--- config.mk ---
export PLATFORM = sky130hd
export DESIGN_NAME = register_bank_mp
export DESIGN_NICKNAME = d
export VERILOG_FILES = /design/src/rtl/register_bank_mp_pkg.sv /design/src/rtl/register_bank_mp_sp_unit.sv /design/src/rtl/register_bank_mp.sv
export SDC_FILE = /design/constraint.sdc
export NUM_CORES = 1
export LEC_CHECK = 0
export ABC_CLOCK_PERIOD_IN_PS = 6100
export BUFFER_PORTS_ARGS = -buffer_cell sky130_fd_sc_hd__buf_2
export CAP_MARGIN = 10
export CORE_ASPECT_RATIO = 1.25
export CORE_UTILIZATION = 50
export CTS_CLUSTER_SIZE = 14
export DETAILED_ROUTE_END_ITERATION = 7
export MAX_ROUTING_LAYER = met4
export PLACE_DENSITY = 0.7
export SLEW_MARGIN = 20
export SYNTH_ARGS = -nofsm -noshare
export SYNTH_HDL_FRONTEND = slang
export SYNTH_HIERARCHICAL = 1
export SYNTH_SLANG_ARGS = --single-unit
--- constraint.sdc ---
create_clock -name clk -period 6.1 [get_ports clk]
set_clock_uncertainty 0.05 [all_clocks]
set_input_delay 0.61 -clock clk [delete_from_list [all_inputs] [get_ports clk]]
set_output_delay 0.61 -clock clk [all_outputs]
set_load 0.005 [all_outputs]
--- src/rtl/register_bank_mp_pkg.sv ---
// Shared definitions for the multi-port register bank: stack-op encodings,
// symbolic register addresses and the default reset image.
package register_bank_mp_pkg;

    typedef enum logic [1:0] {
        SP_NONE = 2'b00,
        SP_PUSH = 2'b01,
        SP_POP  = 2'b10,
        SP_NOP  = 2'b11
    } sp_op_e;

    localparam int ADDR_PC         = 0;
    localparam int ADDR_SP         = 1;
    localparam int ADDR_DPTR       = 2;
    localparam int ADDR_AREG       = 3;
    localparam int ADDR_TVP        = 4;
    localparam int ADDR_TEMP       = 5;
    localparam int ADDR_CTE_NEGONE = 6;
    localparam int ADDR_ACC        = 7;

    // Entry 0 sits in the least significant byte.
    localparam logic [63:0] DEFAULT_INIT_VEC = 64'hF0FF_0004_0300_FF00;

endpackage

--- src/rtl/register_bank_mp_sp_unit.sv ---
// Stack-pointer next-state logic with push/pop boundary detection.
// A general write to SP overrides the op and suppresses both events.
module register_bank_mp_sp_unit
    import register_bank_mp_pkg::*;
#(
    parameter int DATA_WIDTH = 8
) (
    input  logic [DATA_WIDTH-1:0] sp_q,
    input  logic [1:0]            sp_op,
    input  logic                  wr_override,
    output logic [DATA_WIDTH-1:0] sp_d,
    output logic                  ovf_evt,
    output logic                  unf_evt
);

    sp_op_e op;

    always_comb begin
        // NOTE: every output gets a default first so no path can infer a latch.
        sp_d    = sp_q;
        ovf_evt = 1'b0;
        unf_evt = 1'b0;
        op      = sp_op_e'(sp_op);
        if (!wr_override) begin
            case (op)
                SP_PUSH: begin
                    if (sp_q == '0) ovf_evt = 1'b1;
                    else            sp_d    = sp_q - 1'b1;
                end
                SP_POP: begin
                    if (sp_q == '1) unf_evt = 1'b1;
                    else            sp_d    = sp_q + 1'b1;
                end
                default: ;
            endcase
        end
    end

endmodule

--- src/rtl/register_bank_mp.sv ---
// Parametrised register bank: two dynamic read ports plus a fixed accumulator
// bus, PC auto-increment, SP push/pop, constant-register write protection.
module register_bank_mp
    import register_bank_mp_pkg::*;
#(
    parameter int DATA_WIDTH = 8,
    parameter int ADDR_WIDTH = 3,
    parameter int PC_ADDR    = ADDR_PC,
    parameter int SP_ADDR    = ADDR_SP,
    parameter int CONST_ADDR = ADDR_CTE_NEGONE,
    parameter int ACC_ADDR   = ADDR_ACC,
    parameter int BYPASS     = 1,
    parameter logic [DATA_WIDTH*(2**ADDR_WIDTH)-1:0] INIT_VEC = DEFAULT_INIT_VEC
) (
    input  logic                  clk,
    input  logic                  rst,
    input  logic                  w_en,
    input  logic [ADDR_WIDTH-1:0] w_addr,
    input  logic [DATA_WIDTH-1:0] w_data,
    input  logic [ADDR_WIDTH-1:0] r_addr_a,
    input  logic [ADDR_WIDTH-1:0] r_addr_b,
    input  logic                  pc_inc,
    input  logic [1:0]            sp_op,
    input  logic                  flag_clr,
    output logic [DATA_WIDTH-1:0] bus_acc,
    output logic [DATA_WIDTH-1:0] bus_a,
    output logic [DATA_WIDTH-1:0] bus_b,
    output logic                  sp_ovf,
    output logic                  sp_unf,
    output logic                  wr_err
);

    localparam int DEPTH = 2 ** ADDR_WIDTH;

    localparam logic [ADDR_WIDTH-1:0] PC_A    = PC_ADDR[ADDR_WIDTH-1:0];
    localparam logic [ADDR_WIDTH-1:0] SP_A    = SP_ADDR[ADDR_WIDTH-1:0];
    localparam logic [ADDR_WIDTH-1:0] CONST_A = CONST_ADDR[ADDR_WIDTH-1:0];
    localparam logic [ADDR_WIDTH-1:0] ACC_A   = ACC_ADDR[ADDR_WIDTH-1:0];

    generate
        if (PC_ADDR >= DEPTH || SP_ADDR >= DEPTH || CONST_ADDR >= DEPTH || ACC_ADDR >= DEPTH ||
            PC_ADDR == SP_ADDR || PC_ADDR == CONST_ADDR || PC_ADDR == ACC_ADDR ||
            SP_ADDR == CONST_ADDR || SP_ADDR == ACC_ADDR || CONST_ADDR == ACC_ADDR) begin : g_bad_addr
            $error("register_bank_mp: special addresses must be distinct and below the depth");
        end
    endgenerate

    logic [DATA_WIDTH-1:0] regs_q [DEPTH];
    logic [DATA_WIDTH-1:0] regs_d [DEPTH];
    logic                  sp_ovf_q, sp_ovf_d;
    logic                  sp_unf_q, sp_unf_d;
    logic                  wr_err_q, wr_err_d;

    logic                  wr_ok;
    logic                  wr_const;
    logic                  wr_pc;
    logic                  wr_sp;
    logic [DATA_WIDTH-1:0] sp_next;
    logic                  ovf_evt;
    logic                  unf_evt;

    assign wr_const = w_en && (w_addr == CONST_A);
    assign wr_ok    = w_en && (w_addr != CONST_A);
    assign wr_pc    = w_en && (w_addr == PC_A);
    assign wr_sp    = w_en && (w_addr == SP_A);

    register_bank_mp_sp_unit #(
        .DATA_WIDTH (DATA_WIDTH)
    ) u_sp_unit (
        .sp_q        (regs_q[SP_A]),
        .sp_op       (sp_op),
        .wr_override (wr_sp),
        .sp_d        (sp_next),
        .ovf_evt     (ovf_evt),
        .unf_evt     (unf_evt)
    );

    always_comb begin
        regs_d = regs_q;
        if (wr_ok) regs_d[w_addr] = w_data;
        if (pc_inc && !wr_pc) regs_d[PC_A] = regs_q[PC_A] + 1'b1;
        if (!wr_sp) regs_d[SP_A] = sp_next;

        // A new event wins over a simultaneous clear.
        sp_ovf_d = (sp_ovf_q && !flag_clr) || ovf_evt;
        sp_unf_d = (sp_unf_q && !flag_clr) || unf_evt;
        wr_err_d = (wr_err_q && !flag_clr) || wr_const;
    end

    // NOTE: sequential state uses non-blocking assignments so every flop samples pre-edge values.
    always_ff @(posedge clk or posedge rst) begin
        if (rst) begin
            // NOTE: the register file is reset on purpose; INIT_VEC is its architectural power-on image.
            for (int i = 0; i < DEPTH; i++) begin
                regs_q[i] <= INIT_VEC[i*DATA_WIDTH +: DATA_WIDTH];
            end
            sp_ovf_q <= 1'b0;
            sp_unf_q <= 1'b0;
            wr_err_q <= 1'b0;
        end else begin
            regs_q   <= regs_d;
            sp_ovf_q <= sp_ovf_d;
            sp_unf_q <= sp_unf_d;
            wr_err_q <= wr_err_d;
        end
    end

    function automatic logic [DATA_WIDTH-1:0] read_port(input logic [ADDR_WIDTH-1:0] addr,
                                                        input logic [DATA_WIDTH-1:0] stored);
        if ((BYPASS != 0) && wr_ok && (w_addr == addr)) return w_data;
        return stored;
    endfunction

    assign bus_acc = read_port(ACC_A, regs_q[ACC_A]);
    assign bus_a   = read_port(r_addr_a, regs_q[r_addr_a]);
    assign bus_b   = read_port(r_addr_b, regs_q[r_addr_b]);

    assign sp_ovf = sp_ovf_q;
    assign sp_unf = sp_unf_q;
    assign wr_err = wr_err_q;

endmodule

==> results of run 1 <==
## stage by stage
step	setup WS, ns	util [%]	hold slack [ns]	area (µm²)	instances
floorplan	3.41	-	0.381	4720	374
global route	2.91	56.9	0.324	5220	528
detailed placement	3.01	53.7	0.313	4920	512
global placement	3.04	53.7	0.309	4920	512
CTS	3.00	56.9	0.321	5220	528
finish	3.01	56.9	0.319	5220	528
## synthesized netlist by cell type (4+ instances only)
master	instances
and3_1	5
a31oi_1	4
nand2_1	17
o21ai_0	10
nand4_1	9
clkbuf_1	26
mux2_2	82
dfrtp_1	44
nor2_1	8
xor2_1	10
nand3_1	6
nor3_1	12
buf_6	5
a21oi_1	6
ha_1	6
inv_1	11
dfstp_2	23
mux4_1	31
## path summary, 6_finish.rpt
check	depth (start not counted)	to
min in group asynchronous	3	regs_q[23]
hold reg to reg	0	regs_q[10]
setup reg to reg	5	regs_q[53]
hold / removal	0	regs_q[10]
setup / recovery	5	bus_a[2]
max in group asynchronous	3	regs_q[42]
## layer usage
layer	part of all wire, %	vias to the layer above
met1	44	1705
met3	3.0	15
met2	52	79
met5	0	-
li1	-	1508
met4	1.7	0
## state kept, by name, indices dropped and copies added, names as in the netlist
signal / count
sp_ovf: 1
sp_unf: 1
regs_q: 64
wr_err: 1
## cell type report
cell class / instances / area, µm² / area share (%)
clock buffers: 11 / 243 / 4.65
clock inverters: 5 / 52.6 / 1.01
inverters: 11 / 41.3 / 0.791
multi-input cells: 259 / 2760 / 52.9
flip-flops and latches: 67 / 1710 / 32.7
well taps: 123 / 154 / 2.95
repair buffers: 52 / 265 / 5.08
## power groups by stage
stage	Clock, W	Sequential, W	Combinational, W
final	0.000513	0.000717	0.000569
after global routing	0.000543	0.000739	0.000624
after CTS	0.000521	0.000714	0.000571
after detailed placement	0	0.000721	0.000567
after global placement	0	0.000708	0.000554
after floorplan	0	0.000654	0.000482
## kinds of logic after synthesis
group | after synthesis
xor+xnor | 13
mux | 118
flops | 67
compound gates | 42
fa+ha+maj | 6
buf+inv | 48
simple gates | 80
==> impl_metrics.csv, run 1 <==
group,metric,value,unit
timing,relSlewSlack,36.7,%
logic_synthesis,syn_area_per_cell,12.6,µm²
drt,wire_per_inst,20.1,µm
power_and_ir_drop,combPwrFrac,31.6,%
clock_tree,clk_pin_slew,0.06,ns
global_routing,gr-total-overflow,0,
logic_synthesis,synth-edff-count,0,
clock_tree,cts_root_buf,"clkbuf_16",
power_and_ir_drop,p_seq_share,39.9,%
place,portBuffers,50,
timing,hold_viol_final,0,
setup_path,reg2reg_from,"regs_q[50]",
clock_tree,cts_tree,"built",
logic_synthesis,synthSimpleGateAreaFrac,9.97,%
drt,routed_wl,10.6,mm
power_and_ir_drop,intPower,0.00123,W
setup_path,criticalPathCategory,"input port to output port",
clock_tree,hold_buffers,0,
drt,num_vias,3307,
global_routing,grtUsageMet3,4.33,%
power_and_ir_drop,power_leakage,2.26,nW
power_and_ir_drop,p_switching,0.000570,W
logic_synthesis,synth-xor-area-share,2.41,%
timing,max_freq,324,MHz
logic_synthesis,yosys.area.top_type,"dfrtp_1",
clock_tree,cts.sinks,67,
logic_synthesis,yosysTopAreaCellShare,23.3,%
drt,drc,0,
logic_synthesis,synth_cell_types,56,
min_path,hp-class,"register to register",
logic_synthesis,synth_fa_ha_area_share,1.59,%
clock_tree,postCtsSetupBuffers,0,
power_and_ir_drop,clockPowerShare,28.5,%
drt,drtPass1Iterations,4,
timing,min_period,3.09,ns
logic_synthesis,synth_fp_nets,404,
global_routing,grt_use_met2,39.1,%
setup_path,cpLargestDelayFamily,"simple AND/OR/NAND/NOR gates",
global_routing,grt_start_max_net_pins,68,
finish,layout_common_cells,"82 x mux2_2, 50 x buf_2, 44 x dfrtp_1, 31 x mux4_1, 23 x dfstp_2",
logic_synthesis,synth_compound_area_share,6.25,%
floorplan,start_util,51.5,%
timing,tns,0,ns
clock_tree,ctsLongestPathBuffers,2,
power_and_ir_drop,p_per_area,345,mW/mm²
finish,num-nets-final,430,
global_routing,use_met1,30.5,%
min_path,hold_start,"regs_q[10]",
logic_synthesis,synth_top_family_by_area,"multiplexers",
setup_path,crit_fanout,17,
place,dpl.hpwl,7.51,mm
power_and_ir_drop,power.total,0.00180,W
finish,drive_gt1_share,45.4,%
timing,grt_setup_unrepaired,"false",
setup_path,critical-path-max-stage-delay,0.65,ns
finish,n_antenna_cell,0,
setup_path,reg2reg_setup_slack,3.68,ns
power_and_ir_drop,ir_drop,0.138,mV
floorplan,die_h,111,µm
clock_tree,cts_resized,0,
global_routing,top_usage_layer,"met2",
global_routing,grt_use_total,24.2,%
floorplan,rows,39,
logic_synthesis,synth.top_cells.by_area,"dfrtp_1 23%, mux2_2 20%, mux4_1 17%",
floorplan,die-width,88.9,µm
timing,finalSetupViolations,0,
logic_synthesis,yosysSeqAreaShare,36.1,%
setup_path,cp.arrival,2.43,ns
job,cap_violations,0,
logic_synthesis,ys_async_sr_fraction,100,%
logic_synthesis,synthCells,374,
setup_path,crit_top_cell,"buf_2",
timing,fin_crit_sh,50.6,%
logic_synthesis,synth_ff_type,"dfrtp_1",
logic_synthesis,synth_area,0.00472,mm²
floorplan,ios,51,
clock_tree,cts_made_buffers,9,
global_routing,grt_first_pass_wirelength,17.4,mm
finish,fill_cells,772,
setup_path,slowest_stage,"nor4_4",
setup_path,crit_path_start_kind,"input port",
logic_synthesis,synth.area.mux_share,38.2,%
global_routing,grt_pass1_vias,3302,
global_routing,antenna_found_initial,0,
setup_path,cp_data_required_time,5.44,ns
place,place_congestion,0.862,
drt,drt-initial-drc-count,145,
outcome,status,"complete, no violations",
setup_path,path_cells,"buf_2 -> xor2_1 -> nor4_4 -> mux2_2 -> buf_2",
setup_path,startpoint,"r_addr_a[0]",
finish,layout_commonest_cell,"mux2_2",
power_and_ir_drop,p_sw_share,31.7,%
timing,drv_slew,0,
clock_tree,htreeDepth,3,
drt,antenna_left,0,
floorplan,die-area,0.00984,mm²
clock_tree,clkLatencyLatePin,0.33,ns
floorplan,core,0.00917,mm²
setup_path,end_kind,"output port",
logic_synthesis,ys_ff_latch,67,
finish,areaGrowthSynthToFinish,10.6,%
logic_synthesis,yosys_warnings,6,
setup_path,worst-path-buf-inv,2,
timing,tightest_slew,0.946,ns
drt,vias_per_cell,6.26,
(Power assumes the default switching activity.)
==> run 2: changes to the inputs <==
--- a/config.mk
+++ b/config.mk
@@ -5,7 +5,8 @@
 export SDC_FILE = /design/constraint.sdc
 export NUM_CORES = 1
 export LEC_CHECK = 0
-export ABC_CLOCK_PERIOD_IN_PS = 6100
+export ABC_AREA = 1
+export ABC_CLOCK_PERIOD_IN_PS = 2800
 export BUFFER_PORTS_ARGS = -buffer_cell sky130_fd_sc_hd__buf_2
 export CAP_MARGIN = 10
 export CORE_ASPECT_RATIO = 1.25
@@ -13,7 +14,7 @@
 export CTS_CLUSTER_SIZE = 14
 export DETAILED_ROUTE_END_ITERATION = 7
 export MAX_ROUTING_LAYER = met4
-export PLACE_DENSITY = 0.7
+export PLACE_DENSITY = 0.72
 export SLEW_MARGIN = 20
 export SYNTH_ARGS = -nofsm -noshare
 export SYNTH_HDL_FRONTEND = slang
==> constraint.sdc (replaced) <==
create_clock -name clk -period 2.8 [get_ports clk]
set_clock_uncertainty 0.05 [all_clocks]
set_input_delay 0.28 -clock clk [delete_from_list [all_inputs] [get_ports clk]]
set_output_delay 0.28 -clock clk [all_outputs]
set_load 0.005 [all_outputs]
==> run 2 against run 1 <==
  * The run now ends with negative hold slack left
  * Wire length is 59% higher
  * Non-clock buffer count increased by 3
  * Register-to-register slack got worse by 2.8 ns
  * Global-route usage increased by 11 points
  * Sequential cell count is the same
  * Largest power group unchanged
==> impl_metrics.csv, run 2 <==
group,metric,value,unit
logic_synthesis,yosysMostFrequentCell,"nand2_1",
setup_path,crit_fanout,21,
finish,layout_commonest_cell,"nand2_1",
finish,drive_gt1_share,15.2,%
place,place_congestion,1.03,
global_routing,grt_use_total,35.4,%
floorplan,rows,40,
setup_path,reg2reg_from,"regs_q[49]",
logic_synthesis,yosys_warnings,6,
place,placedInstanceArea,0.00527,mm²
logic_synthesis,ys_ff_latch,67,
setup_path,end_kind,"output port",
timing,min_period,2.27,ns
finish,largest_register_ffs,64,
logic_synthesis,yosysTopAreaCellShare,22.0,%
finish,finalInstanceArea,0.00562,mm²
floorplan,ios,51,
power_and_ir_drop,p_per_area,686,mW/mm²
drt,drc,0,
timing,relSlewSlack,35.8,%
logic_synthesis,synth_top_family_by_area,"simple AND/OR/NAND/NOR gates",
clock_tree,cts_root_buf,"clkbuf_16",
clock_tree,htreeDepth,3,
logic_synthesis,synth_area,0.00501,mm²
logic_synthesis,synth_compound_area_share,8.55,%
logic_synthesis,syn_area_per_cell,6.30,µm²
outcome,violations,"negative hold slack",
min_path,hp-class,"input port to asynchronous set/reset pin",
logic_synthesis,synth-xor-area-share,1.20,%
logic_synthesis,synth_fa_ha_area_share,1.50,%
logic_synthesis,ys_async_sr_fraction,100,%
finish,n_antenna_cell,0,
drt,routed_wl,16.9,mm
setup_path,cp_data_required_time,2.47,ns
finish,areaGrowthSynthToFinish,12.3,%
clock_tree,clkLatencyLatePin,0.34,ns
floorplan,start_util,51.8,%
floorplan,die_h,114,µm
logic_synthesis,yosysSeqAreaShare,34.1,%
timing,tightest_slew,0.962,ns
clock_tree,ctsLongestPathBuffers,2,
place,portBuffers,50,
logic_synthesis,synth_fp_nets,825,
global_routing,gr-total-overflow,0,
clock_tree,cts_made_buffers,9,
drt,num_vias,5395,
job,cap_violations,0,
timing,tns,0,ns
finish,num-nets-final,852,
power_and_ir_drop,power_leakage,2.97,nW
clock_tree,cts_tree,"built",
floorplan,die-area,0.0104,mm²
global_routing,grt_start_max_net_pins,36,
timing,whs,-0.00123,ns
clock_tree,cts_resized,0,
timing,grt_setup_unrepaired,"false",
place,dpl.hpwl,12.5,mm
clock_tree,clk_pin_slew,0.06,ns
clock_tree,postCtsSetupBuffers,0,
drt,vias_per_cell,5.66,
global_routing,grt_pass1_vias,5272,
global_routing,antenna_found_initial,0,
finish,layout_common_cells,"276 x nand2_1, 143 x nand3_1, 109 x inv_1, 54 x o21ai_0, 50 x buf_2",
drt,drtPass1Iterations,5,
timing,finalSetupViolations,0,
power_and_ir_drop,ir_drop,0.454,mV
clock_tree,cts.sinks,67,
floorplan,die-width,91.5,µm
drt,drt-initial-drc-count,494,
floorplan,core,0.00966,mm²
setup_path,startpoint,"r_addr_a[0]",
clock_tree,hold_buffers,0,
timing,max_freq,440,MHz
timing,hold_viol_final,1,
place,dpl_worst_slack,0.603,ns
setup_path,crit_path_start_kind,"input port",
timing,fin_ws,0.529,ns
logic_synthesis,synth-edff-count,0,
timing,fin_crit_sh,81.1,%
finish,regMostFlops,"regs_q",
logic_synthesis,synthCells,795,
logic_synthesis,synth_cell_types,32,
setup_path,criticalPathCategory,"input port to output port",
logic_synthesis,synthTopCellsByCount,"276 x nand2_1, 143 x nand3_1, 110 x inv_1",
drt,wire_per_inst,17.7,µm
timing,drv_slew,0,
logic_synthesis,synthSimpleGateAreaFrac,41.8,%
outcome,status,"finished, violations left",
global_routing,grt_first_pass_wirelength,27.1,mm
drt,antenna_left,0,
logic_synthesis,synth.top_cells.by_area,"dfrtp_1 22%, nand2_1 21%, nand3_1 14%",
logic_synthesis,yosys.area.top_type,"dfrtp_1",
logic_synthesis,synth_ff_type,"dfrtp_1",
logic_synthesis,synth.area.mux_share,0,%
setup_path,cp.arrival,1.94,ns
[run 2: kinds of logic (layout without fill, tap and decap cells)]
kind of cell	after synthesis	in the layout
AO/OA/AOI/OAI	80	80
buffers and inverters	158	190
flip-flops	67	67
AND/OR/NAND/NOR	478	478
adder cells (fa/ha/maj)	6	6
XOR/XNOR	6	6
[run 2: final timing paths]
| kind | slack [ns] | end | cells after the start |
|---|---|---|---|
| min | -0.001 | regs_q[24] | 2 |
| max in group asynchronous | 2.00 | regs_q[12] | 3 |
| min reg2reg | 0.32 | regs_q[11] | 0 |
| max reg2reg | 0.93 | regs_q[50] | 11 |
| max | 0.53 | bus_a[5] | 8 |
| min in group clk | 0.10 | sp_ovf | 2 |
[run 2: layout make-up]
cell class                 count  area, µm²
clock inverter                 7        125
tap                          126        158
clock buffer                   9        225
fill                         969       4040
multi-input combinational    570       2660
sequential                    67       1710
timing repair buffer          55        300
inverter                     119        449
[run 2: routing by layer]
metal	wire length, µm	global-route usage (%)
met2	8130	57.5
met3	896	5.20
met4	1200	25.2
met5	0	-
met1	6660	39.9
[run 2: power by group]
| part | switching [W] | internal, W |
|---|---|---|
| registers | 0.000170 | 0.00119 |
| clock network | 0.000455 | 0.000877 |
| logic | 0.000774 | 0.000391 |
| total | 0.00140 | 0.00245 |
[run 2: critical path, stage by stage]
cell,delay (ns)
buf_2,0.23
buf_4,0.32
xor2_1,0.12
nor2_2,0.47
nand2_4,0.18
nand3_1,0.11
nand2_1,0.09
buf_2,0.14
[run 2: through the flow]
step           power, W  instances  utilization (%)
3_5_place_dp    0.00251        937             54.6
5_1_grt         0.00407        953             58.2
4_1_cts         0.00386        953             58.2
2_1_floorplan   0.00212        795                -
3_3_place_gp    0.00250        937             54.6
6_report        0.00385        953             58.2
